### config.mk
export PLATFORM = sky130hd
export DESIGN_NAME = dmem_arbiter
export DESIGN_NICKNAME = d
export VERILOG_FILES = /design/src/rtl/dmem_arbiter.sv
export SDC_FILE = /design/constraint.sdc
export NUM_CORES = 1
export LEC_CHECK = 0
export ABC_AREA = 1
export BUFFER_PORTS_ARGS = -buffer_cell sky130_fd_sc_hd__buf_2
export CORE_MARGIN = 2
export CORE_UTILIZATION = 45
export CTS_CLUSTER_SIZE = 16
export DETAILED_ROUTE_END_ITERATION = 8
export HOLD_SLACK_MARGIN = 0.1
export PLACE_DENSITY_LB_ADDON = 0.2
export REMOVE_ABC_BUFFERS = 1
export SYNTH_ARGS = -nofsm -noshare
export SYNTH_HDL_FRONTEND = slang
export SYNTH_SLANG_ARGS = --single-unit
### constraint.sdc
create_clock -name clk -period 2 [get_ports clk]
set_input_delay 0.5 -clock clk [delete_from_list [all_inputs] [get_ports clk]]
set_output_delay 0.5 -clock clk [all_outputs]
set_load 0.005 [all_outputs]
### src/rtl/dmem_arbiter.sv
`default_nettype none
// ============================================================================
// Module   : dmem_arbiter
// Purpose  : Two-port data-memory arbiter. Port 0 (CPU MEM stage) and port 1
//            (loader) share a single data memory. Exactly one transaction is
//            in flight: IDLE grants a port, ACCESS drives the memory for
//            MEM_LATENCY cycles, RESP returns a one-cycle response pulse.
// Ports    : clk, reset (sync, active-high)
//            reqN_valid/write/addr/wdata -> reqN_ready      (N = 0, 1)
//            respN_valid/respN_rdata                        (N = 0, 1)
//            mem_addr, mem_din, mem_read, mem_write -> memory; mem_dout <- memory
// Config   : DMEM_ARB_ROUND_ROBIN_EN defined   -> round-robin tie break
//            DMEM_ARB_ROUND_ROBIN_EN undefined -> port 0 fixed priority
// Revision : 1.0 - initial release
// ============================================================================
module dmem_arbiter #(
    parameter int MEM_LATENCY = 2
) (
    input  logic        clk,
    input  logic        reset,
    input  logic        req0_valid,
    input  logic        req0_write,
    input  logic [31:0] req0_addr,
    input  logic [31:0] req0_wdata,
    output logic        req0_ready,
    input  logic        req1_valid,
    input  logic        req1_write,
    input  logic [31:0] req1_addr,
    input  logic [31:0] req1_wdata,
    output logic        req1_ready,
    output logic        resp0_valid,
    output logic [31:0] resp0_rdata,
    output logic        resp1_valid,
    output logic [31:0] resp1_rdata,
    output logic [31:0] mem_addr,
    output logic [31:0] mem_din,
    output logic        mem_read,
    output logic        mem_write,
    input  logic [31:0] mem_dout
);

    localparam logic [1:0] c_idle       = 2'd0;
    localparam logic [1:0] c_access     = 2'd1;
    localparam logic [1:0] c_resp       = 2'd2;
    localparam logic [3:0] c_last_count = 4'(MEM_LATENCY - 1);

    logic [1:0]  r_state;
    logic [1:0]  w_state_next;
    logic [3:0]  r_count;
    logic [31:0] r_addr;
    logic [31:0] r_wdata;
    logic [31:0] r_rdata;
    logic        r_write;
    logic        r_grant;
    logic        r_rst_hold;
    logic        w_grant;
    logic        w_accept;
    logic        w_last;

`ifdef DMEM_ARB_ROUND_ROBIN_EN
    // Reset value 1 makes the first tie after reset go to port 0.
    logic r_last_grant;

    always_comb begin
        if (req0_valid && req1_valid) begin
            w_grant = ~r_last_grant;
        end else begin
            w_grant = ~req0_valid;
        end
    end

    always_ff @(posedge clk) begin
        if (reset) begin
            r_last_grant <= 1'b1;
        end else if (w_accept) begin
            r_last_grant <= w_grant;
        end
    end
`else
    assign w_grant = ~req0_valid;
`endif

    // r_rst_hold blocks a grant in the cycle right after reset so every
    // output stays low for that cycle even if a requester is already valid.
    assign w_accept = (r_state == c_idle) && !reset && !r_rst_hold
                      && (req0_valid || req1_valid);
    assign w_last   = (r_state == c_access) && (r_count == c_last_count);

    always_ff @(posedge clk) begin
        if (reset) begin
            r_state <= c_idle;
        end else begin
            r_state <= w_state_next;
        end
    end

    // Next state and outputs. All outputs are gated with reset so a reset
    // landing on the final ACCESS cycle cannot produce a write edge.
    always_comb begin
        w_state_next = r_state;
        req0_ready   = 1'b0;
        req1_ready   = 1'b0;
        resp0_valid  = 1'b0;
        resp1_valid  = 1'b0;
        resp0_rdata  = 32'd0;
        resp1_rdata  = 32'd0;
        mem_addr     = 32'd0;
        mem_din      = 32'd0;
        mem_read     = 1'b0;
        mem_write    = 1'b0;
        case (r_state)
            c_idle: begin
                if (w_accept) begin
                    w_state_next = c_access;
                    req0_ready   = ~w_grant;
                    req1_ready   = w_grant;
                end
            end
            c_access: begin
                if (w_last) begin
                    w_state_next = c_resp;
                end
                if (!reset) begin
                    mem_addr  = r_addr;
                    mem_din   = r_wdata;
                    mem_read  = ~r_write;
                    mem_write = r_write && w_last;
                end
            end
            c_resp: begin
                w_state_next = c_idle;
                if (!reset) begin
                    resp0_valid = ~r_grant;
                    resp1_valid = r_grant;
                    resp0_rdata = r_grant ? 32'd0 : r_rdata;
                    resp1_rdata = r_grant ? r_rdata : 32'd0;
                end
            end
            default: begin
                w_state_next = c_idle;
            end
        endcase
    end

    always_ff @(posedge clk) begin
        if (reset) begin
            r_count    <= 4'd0;
            r_addr     <= 32'd0;
            r_wdata    <= 32'd0;
            r_write    <= 1'b0;
            r_grant    <= 1'b0;
            r_rdata    <= 32'd0;
            r_rst_hold <= 1'b1;
        end else begin
            r_rst_hold <= 1'b0;
            if (w_accept) begin
                r_count <= 4'd0;
                r_addr  <= w_grant ? req1_addr  : req0_addr;
                r_wdata <= w_grant ? req1_wdata : req0_wdata;
                r_write <= w_grant ? req1_write : req0_write;
                r_grant <= w_grant;
            end else if (r_state == c_access) begin
                r_count <= r_count + 4'd1;
                if (w_last) begin
                    // Stores answer with zero data.
                    r_rdata <= r_write ? 32'd0 : mem_dout;
                end
            end
        end
    end

endmodule
`default_nettype wire

# [Word-level counts from Yosys, hierarchy flattened]
# Index checks and enable logic that the tools add are counted.
[word_totals] ff_bits=105 in_bits=166 output_inout_bits=134
[op_classes] n_addsub=1 eq_ne=5 n_mux=30 bitwise_logic=4 reduce_logical=12
[ops] op="two-way mux 32 bit" count=13
[ops] op="two-way mux 1 bit" count=14
[ops] op="logical AND 1 bit" count=5
[ops] op="adder 4 x 1 -> 4 bit, second input constant" count=1
[ops] op="equality test 4 x 1 -> 1 bit, second input constant" count=1
[ops] op="two-way mux 2 bit" count=2
[ops] op="!= test 2 bit, second input constant" count=2
[ops] op="NOT 1 bit" count=4
[ops] op="one-hot mux 2 bit (2 select lines)" count=1
[ops] op="AND reduction 3 bit" count=1
[ops] op="equality test 2 x 1 -> 1 bit, second input constant" count=1
[ops] op="equality test 2 bit, second input constant" count=1
[ops] op="zero test 1 bit" count=2
[ops] op="zero test 2 bit" count=1
[ops] op="AND reduction 2 bit" count=1
[ops] op="OR reduction 2 bit" count=1
[ops] op="logical OR 1 bit" count=1

# [Depth between registers and ports, before layout]
# Gate-level depths: netlist (run 1).
[depth] word_depth=6 ltp_mapped=8 ltp_nobuf=7

# [Worst setup path before layout (run 1)]
# OpenSTA, ideal clock, no wires.
[synth_path] path_kind="input to output" start="in reset" end="out mem_addr[10]" arrival_time_ps=1323 t_required_ps=1500 slack_ps=177 cell_stages=6 n_path_buf=3 cell_sequence="buf_2 > inv_1 > buf_2 > clkbuf_1 > nand2_1 > nor2_1"
[synth_between] elab_chain_len=2
[synth_lines] item="start, declared" line_no="20" source="input logic reset,"
[synth_lines] item="two-way mux 32 bit" line_no="123" source="if (!reset) begin"
[synth_lines] item="two-way mux 32 bit" line_no="111" source="case (r_state)"
[synth_lines] item="end, declared" line_no="35" source="output logic [31:0] mem_addr,"
# Every way passes these cells.

# [Worst setup path after layout (run 1)]
[layout_path] start="reg r_state[1]" end="out resp1_rdata[12]"
[layout_between] elab_chain_len=2
[layout_lines] item="start, declared" line_no="47" source="logic [1:0] r_state;"
[layout_lines] item="start signal, assigned" line_no="91" source="r_state <= c_idle;"
[layout_lines] item="start signal, assigned" line_no="93" source="r_state <= w_state_next;"
[layout_lines] item="equality test 2 bit" line_no="111"
[layout_lines] item="two-way mux 32 bit" line_no="111"
[layout_lines] item="end, declared" line_no="34" source="output logic [31:0] resp1_rdata,"
# Every way passes these cells.

==> impl_metrics.json, run 1 <==
{
  "relSlewSlack_pct": 61.0,
  "min_path_type": "input pin to flop",
  "status": "complete, but fails checks",
  "min_from": "mem_dout[28]",
  "timing.fmax_ghz": 0.499,
  "die_h_um": 117,
  "ys_types": 21,
  "synth_top_area_cell": "dfxtp_1",
  "finalCritPeriodShare_pct": 100,
  "synth_edf_count": 0,
  "routed_wl_um": 17900,
  "final_nets": 1413,
  "finClkSkew_ps": 4.71,
  "final_hold_viol_count": 0,
  "wl_per_cell_um": 12.6,
  "hold_depth": 3,
  "grt_pass1_vias": 5612,
  "start_kind": "flop",
  "setup_viol": 1,
  "numCtsBuffers": 9,
  "finalInstanceArea_um2": 7910,
  "io_buffers": 299,
  "core_um2": 12500,
  "finalWeightedCongestion": 0.791,
  "synthesis.area_um2": 5700,
  "min_to": "r_rdata[28]",
  "cts_htree_levels": 3,
  "rsz0062_at_grt": "true",
  "synth_top_area_share_pct": 36.9,
  "viasPerCell": 4.75,
  "drive_gt1_share_pct": 30.2,
  "dp_hpwl_um": 12300,
  "track_usage_pct": 24.5,
  "final_util_pct": 63.2,
  "yosys_warnings": 0,
  "tightest_slew_ps": 585,
  "setup_ws_ps": -2.20,
  "synth.most_common_cell": "nand2_1",
  "cap_viol_max_count": 0,
  "leakage_nw": 3.99,
  "synth_seq_area_share_pct": 36.9,
  "ioPinCount": 300,
  "antenna_found_initial": 2,
  "cts_tree": "yes",
  "ant_nets": 0,
  "avgSynthCellArea_um2": 5.82,
  "multiInputGateArea_um2": 3220,
  "cts_root_buf": "clkbuf_16",
  "required_ps": 1500,
  "clock_latency_ps": 340,
  "drc_errors": 0,
  "r2r_setup_slack_ps": 420,
  "clk_path_buf_depth": 2,
  "postSynthCellCount": 979,
  "ir_drop_v": 0.000356,
  "ctsHoldBuffers": 0,
  "ys_ff_latch": 105,
  "grt_max_degree": 67,
  "place_area_um2": 7390,
  "synthTopCellsByArea": "dfxtp_1 (37%), nand2_1 (26%), nor2_1 (12%)",
  "first_pass_iters": 5,
  "crit_arrival_ps": 1500,
  "synthToLayoutAreaGrowth_pct": 38.9,
  "area.sequential_um2": 2110,
  "r2r_start": "r_state[1]",
  "initial_core_util_pct": 45.5,
  "async_flop_share_pct": 0,
  "netlist_top_cells_count": "nand2_1 (395), nor2_1 (185), dfxtp_1 (105), a21oi_1 (75), nand3_1 (70)",
  "grt_pass1_wl_um": 26600,
  "r2r_cells": 7,
  "cts_sinks": 105,
  "synth_ff_type": "dfxtp_1",
  "die_area_um2": 13600,
  "end_kind": "output pin",
  "fin_crit_ps": 2000,
  "powerDensity_nw_per_um2": 610,
  "nFillCells": 1272,
  "rows": 41,
  "r2r-end": "r_rdata[22]",
  "crit_type": "flop to output pin",
  "violations": "setup timing",
  "num_vias": 6739,
  "clkSlewWorstSetupHoldPaths_ps": 70,
  "overflow": 0,
  "crit_fanout": 16,
  "first_iter_violations": 475,
  "maxSlewViolCount": 0,
  "die_x_um": 117
}
-- state kept, by name, indices dropped and copies added (netlist names) --
register,flops
r_wdata,32
r_count,4
r_rdata,32
r_addr,32
r_state,2
r_rst_hold,1
r_grant,1
r_write,1
-- metrics by stage --
step           hold slack [ps]  setup WS, ps  TNS [ps]  total power, mW  instances
6_report                   398         -2.20     -2.20             4.83       1420
3_5_place_dp               454          28.5         0             3.19       1402
4_1_cts                    384          1.16         0             4.86       1415
5_1_grt                    396         -90.0     -1700             5.08       1420
2_1_floorplan              439         -2550   -309020             2.74        906
3_3_place_gp               451          68.2         0             3.18       1402
-- worst max-delay path by stage --
stage | start | to | slack, ps | cells past startpoint
5_1_grt | r_state[1] | resp1_rdata[12] | -90 | 6
3_3_place_gp | reset | mem_din[9] | 70 | 6
2_1_floorplan | reset | req0_ready | -2550 | 3
6_report | r_state[1] | resp1_rdata[12] | -2 | 6
4_1_cts | r_state[0] | mem_read | 1 | 6
3_5_place_dp | reset | mem_din[9] | 30 | 6
-- worst max-delay path: stages (launching register included) --
cell and delay, ps:
dfxtp_4 380, inv_4 50, nor2_4 130, nand3_4 150, clkbuf_16 220, nor2_1 100
buf_2 120
-- timing repair --
action / in CTS / in global routing
cloned: 0 / 3
hold endpoints to repair: 0 / 0
endpoints found under the setup margin: 32 / 98
gates resized for setup: 4 / 42
buffers inserted: 0 / 1
pin swaps: 0 / 1
-- report_power, final --
group / internal, mW / switching, mW
combinational: 0.364 / 0.550
clock: 0.928 / 0.737
sequential: 2.19 / 0.0537
total: 3.49 / 1.34
-- cell usage in the layout, fill, tap and decap left out --
cell type and count:
buf_2 297, nand2_1 392, nor2_1 169, dfxtp_4 2, o21bai_1 1, dfxtp_1 102, nor2_2 1, diode_2 1
clkbuf_8 3, or2_2 2, nand3_1 69, nor3_2 1, nor2_4 18, inv_2 3, clkbuf_16 12, ha_2 1
inv_1 47, inv_4 1, nand2_2 3, nand3_4 1, buf_6 4, a21oi_1 75, nand3_2 2, o21ai_0 12
ha_1 1, buf_12 9, buf_4 15, xor2_1 1, clkinv_1 1, dfxtp_2 1, clkbuf_1 1
-- layout make-up --
type | instances | share of cell area (%)
diodes | 1 | 0.0316
flip-flops and latches | 105 | 26.7
well taps | 172 | 2.72
multi-input cells | 749 | 40.7
clock buffers | 13 | 3.42
inverters | 52 | 2.50
repair buffers | 328 | 24.0
-- kinds of logic after synthesis --
kind of cell / Yosys count / share of synthesized area (%)
flops: 105 / 36.9
xor+xnor: 1 / 0.154
compound gates: 88 / 7.77
simple gates: 658 / 45.4
fa+ha+maj: 2 / 0.439
buf+inv: 125 / 9.33
-- layer usage --
layer / vias up / wire length, µm / track usage, %
met5: - / 7 / 0
met4: 2 / 354 / 8.63
met3: 29 / 1270 / 5.09
met2: 241 / 8720 / 41.4
met1: 2940 / 7560 / 31.1
li1: 3527 / - / -
Power figures use the tool's default switching activity.
==> inputs of run 2 (changes only) <==
--- a/config.mk
+++ b/config.mk
@@ -14,6 +14,7 @@
 export HOLD_SLACK_MARGIN = 0.1
 export PLACE_DENSITY_LB_ADDON = 0.2
 export REMOVE_ABC_BUFFERS = 1
+export SKIP_LAST_GASP = 1
 export SYNTH_ARGS = -nofsm -noshare
 export SYNTH_HDL_FRONTEND = slang
 export SYNTH_SLANG_ARGS = --single-unit
==> impl_metrics.json, run 2 (synthesized netlist as in run 1, its figures left out) <==
{
  "status": "complete, but fails checks",
  "violations": "setup timing",
  "cts_sinks": 105,
  "first_pass_iters": 5,
  "leakage_nw": 4.00,
  "finClkSkew_ps": 5.11,
  "timing.fmax_ghz": 0.499,
  "num_vias": 6806,
  "first_iter_violations": 496,
  "mostFrequentLayoutCells": "nand2_1 (393), buf_2 (297), nor2_1 (156)",
  "crit_buf_inv": 3,
  "r2r_start": "r_count[1]",
  "die_area_um2": 13600,
  "setup_viol": 1,
  "wl_met2_um": 8900,
  "wl_met1_um": 7590,
  "cap_viol_max_count": 0,
  "setup_ws_ps": -2.71,
  "nFillCells": 1254,
  "clock_latency_ps": 340,
  "maxSlewViolCount": 0,
  "cts_tree": "yes",
  "rsz0062_at_grt": "true",
  "grt_pass1_vias": 5612,
  "area.sequential_um2": 2110,
  "path_delay_family": "buffers and inverters",
  "ir_drop_v": 0.000363,
  "final_common_cell": "nand2_1",
  "tightest_slew_ps": 583,
  "final_util_pct": 63.9,
  "numCtsBuffers": 9,
  "cp_cell_sequence": "inv_4 -> nor2_4 -> nand3_4 -> clkbuf_16 -> nor2_4 -> buf_2",
  "core_um2": 12500,
  "ant_nets": 0,
  "dp_hpwl_um": 12300,
  "end_kind": "output pin",
  "max_stage_delay_ps": 380,
  "dr.max_layer_used": "met5",
  "fin_crit_ps": 2000,
  "clk_path_buf_depth": 2,
  "clkSlewWorstSetupHoldPaths_ps": 70,
  "routed_wl_um": 18200,
  "synthToLayoutAreaGrowth_pct": 40.4,
  "r2r_setup_slack_ps": 420,
  "cts_root_buf": "clkbuf_16",
  "cp_common_cell": "nor2_4",
  "finalInstanceArea_um2": 8000,
  "ioPinCount": 300,
  "place_area_um2": 7390,
  "crit_path_start": "r_state[1]",
  "crit_type": "flop to output pin",
  "powerDensity_nw_per_um2": 604,
  "crit_fanout": 8,
  "crit_arrival_ps": 1500,
  "antenna_found_initial": 2,
  "final_hold_viol_count": 0,
  "die_x_um": 117,
  "track_usage_pct": 24.5,
  "cts_htree_levels": 3,
  "grt_max_degree": 67,
  "multiInputGateArea_um2": 3290,
  "viasPerCell": 4.79,
  "final_nets": 1414,
  "overflow": 0,
  "cpMaxStageDelayCell": "dfxtp_4",
  "wl_per_cell_um": 12.8,
  "grt_pass1_wl_um": 26600,
  "finalWeightedCongestion": 0.791,
  "reg_top3": "r_addr x32, r_rdata x32, r_wdata x32",
  "min_from": "mem_dout[28]",
  "initial_core_util_pct": 45.5,
  "dr_wl_met3_um": 1360,
  "relSlewSlack_pct": 61.1,
  "required_ps": 1500,
  "drc_errors": 0,
  "die_h_um": 117,
  "start_kind": "flop",
  "rows": 41,
  "finalCritPeriodShare_pct": 100,
  "min_path_type": "input pin to flop",
  "drive_gt1_share_pct": 31.1,
  "io_buffers": 299
}
==> run 2: layer usage <==
layer  vias to the layer above  GRT usage, %
met5                         -             0
li1                       3526             -
met3                        33          5.09
met2                       265          41.4
met1                      2980          31.1
met4                         2          8.63
==> run 2: what timing repair did <==
| item | in CTS | in global routing |
|---|---|---|
| pin swaps | 0 | 1 |
| resized for setup | 3 | 63 |
| buffers inserted | 0 | 1 |
| hold buffers | 0 | 0 |
| hold endpoints to repair | 0 | 0 |
| setup endpoints to repair | 32 | 98 |
| gates cloned | 0 | 4 |
==> run 2: per-stage QoR <==
step | cells | power [mW] | setup WS, ps | hold WS [ps] | TNS, ps
after floorplan | 906 | 2.74 | -2550 | 439 | -309020
after detailed placement | 1402 | 3.19 | 28.5 | 454 | 0
final | 1422 | 4.83 | -2.71 | 396 | -2.71
after global placement | 1402 | 3.18 | 68.2 | 451 | 0
after CTS | 1415 | 4.86 | -22.4 | 384 | -22.4
after global routing | 1421 | 5.08 | -75.5 | 390 | -2040
==> run 2: layout make-up <==
class / count / area share (%)
antenna: 2 / 0.0626
sequential: 105 / 26.4
timing repair buffer: 329 / 23.9
tap: 172 / 2.69
clock buffer: 13 / 3.38
inverter: 52 / 2.47
multi-input combinational: 749 / 41.1
==> run 2: worst reg2reg max path: stages (launching register included) <==
cell and delay [ps]:
dfxtp_1 340, inv_1 60, ha_1 180, nand2_1 150, nor2_4 470, nand2_1 130
nand2_1 100, nor2_1 40
==> run 2: final timing paths <==
| path | end | depth (start not counted) |
|---|---|---|
| worst min register to register | r_wdata[3] | 2 |
| worst max-delay path | resp1_rdata[1] | 6 |
| worst min-delay path | r_rdata[28] | 3 |
| worst max register to register | r_rdata[22] | 7 |
==> run 2: power breakdown <==
group / switching, mW / internal, mW
sequential: 0.0543 / 2.19
clock: 0.738 / 0.928
combinational: 0.557 / 0.364
==> inputs of run 3 (changes only) <==
--- a/config.mk
+++ b/config.mk
@@ -8,7 +8,7 @@
 export ABC_AREA = 1
 export BUFFER_PORTS_ARGS = -buffer_cell sky130_fd_sc_hd__buf_2
 export CORE_MARGIN = 2
-export CORE_UTILIZATION = 45
+export CORE_UTILIZATION = 44
 export CTS_CLUSTER_SIZE = 16
 export DETAILED_ROUTE_END_ITERATION = 8
 export HOLD_SLACK_MARGIN = 0.1
==> impl_metrics.json, run 3 (synthesized netlist as in run 1, its figures left out) <==
{
  "grt_max_degree": 67,
  "clk_path_buf_depth": 2,
  "finalInstanceArea_um2": 7710,
  "cts_root_buf": "clkbuf_16",
  "r2r_setup_slack_ps": 560,
  "ctsResizeCount": 0,
  "place_ws_ps": 3.99,
  "core_um2": 12600,
  "io_buffers": 299,
  "viasPerCell": 4.74,
  "cts_htree_levels": 3,
  "grt_pass1_vias": 6118,
  "min_path_type": "input pin to flop",
  "drc_errors": 0,
  "setup_viol": 0,
  "finalCritPeriodShare_pct": 95.1,
  "first_iter_violations": 457,
  "finClkSkew_ps": 13.0,
  "final_common_cell": "nand2_1",
  "nFillCells": 1361,
  "antenna_found_initial": 0,
  "cts_sinks": 105,
  "place_area_um2": 7400,
  "synthToLayoutAreaGrowth_pct": 35.4,
  "post_cts_buffers": 0,
  "crit_end": "resp0_rdata[31]",
  "tightest_slew_ps": 585,
  "reg_top3": "r_addr x32, r_rdata x32, r_wdata x32",
  "wl_per_cell_um": 12.5,
  "num_vias": 6732,
  "leakage_nw": 3.95,
  "ant_nets": 0,
  "relSlewSlack_pct": 61.0,
  "crit_type": "flop to output pin",
  "clkSlewWorstSetupHoldPaths_ps": 70,
  "grt_pass1_wl_um": 29100,
  "die_area_um2": 13900,
  "cap_viol_max_count": 0,
  "total_power_mw": 4.85,
  "setup_ws_ps": 98.0,
  "end_kind": "output pin",
  "track_usage_pct": 24.9,
  "num_antenna_cells": 0,
  "final_nets": 1410,
  "r2r-end": "r_rdata[14]",
  "die_h_um": 118,
  "clock_latency_ps": 340,
  "dp_hpwl_um": 12400,
  "initial_core_util_pct": 45.2,
  "ioPinCount": 300,
  "r2r_start": "r_count[0]",
  "mostFrequentLayoutCells": "nand2_1 (393), buf_2 (299), nor2_1 (181)",
  "fin_crit_ps": 1900,
  "first_pass_iters": 8,
  "powerDensity_nw_per_um2": 628,
  "ir_drop_v": 0.000380,
  "ctsHoldBuffers": 0,
  "overflow": 0,
  "crit_arrival_ps": 1400,
  "area.sequential_um2": 2110,
  "cts_tree": "yes",
  "final_hold_viol_count": 0,
  "die_x_um": 118,
  "rsz0062_at_grt": "true",
  "finalWeightedCongestion": 0.833,
  "crit_fanout": 33,
  "multiInputGateArea_um2": 3110,
  "r2r_cells": 7,
  "timing.fmax_ghz": 0.526,
  "required_ps": 1500,
  "routed_wl_um": 17700,
  "numCtsBuffers": 9,
  "status": "finished, final reports clean",
  "drive_gt1_share_pct": 28.9,
  "start_kind": "flop",
  "crit_path_start": "r_state[1]",
  "rows": 41,
  "maxSlewViolCount": 0
}
-- run 3: changes by cell type in the layout (fill, tap and decap cells not counted), sizes merged --
| cell | previous run | this run |
|---|---|---|
| buf | 326 | 325 |
| clkbuf | 16 | 12 |
| clkinv | 1 | 2 |
| clkinvlp | 0 | 1 |
| diode | 2 | 0 |
| inv | 51 | 53 |
-- run 3: layout make-up --
| class | count | area share, % |
|---|---|---|
| Tap cell | 172 | 2.79 |
| Sequential cell | 105 | 27.3 |
| Clock inverter | 4 | 0.438 |
| Clock buffer | 12 | 3.19 |
| Inverter | 52 | 2.53 |
| Multi-Input combinational cell | 749 | 40.3 |
| Timing Repair Buffer | 325 | 23.5 |
-- run 3: worst max-delay path, stage by stage, from the launching register on --
cell     delay [ps]
dfxtp_2         350
inv_2            70
nor2_4           90
nand3_1         120
buf_12          190
nor2_1          110
buf_2           130
-- run 3: per-stage QoR --
stage	TNS, ps	std cells	hold WS (ps)	util, %
5_1_grt	-53.7	1419	398	61.1
2_1_floorplan	-309020	906	439	-
6_report	0	1419	399	61.1
4_1_cts	-6.44	1419	394	60.9
3_3_place_gp	0	1403	452	58.6
3_5_place_dp	0	1403	455	58.6
-- run 3: metal layers --
metal  wire length [µm]  track usage, %  vias to the layer above
li1                   -               -                     3514
met1               7800            31.9                     2925
met2               8440            42.7                      272
met3               1160            4.22                       21
met4                295            8.21                        0
met5                  0               0                        -
-- run 3: how the worst min path moves through the flow --
stage	startpoint	end	slack [ps]	cells after the start
2_1_floorplan	r_addr[10]	r_addr[10]	440	2
3_3_place_gp	r_wdata[24]	r_wdata[24]	450	2
3_5_place_dp	r_addr[25]	r_addr[25]	460	2
4_1_cts	mem_dout[12]	r_rdata[12]	390	3
5_1_grt	mem_dout[10]	r_rdata[10]	400	3
6_report	mem_dout[12]	r_rdata[12]	400	3
-- run 3: power by group --
part / internal [mW] / leakage [nW] / total [mW] / switching (mW)
registers: 2.19 / 0.854 / 2.25 / 0.0534
logic: 0.364 / 2.96 / 0.916 / 0.552
clock network: 0.893 / 0.134 / 1.68 / 0.791
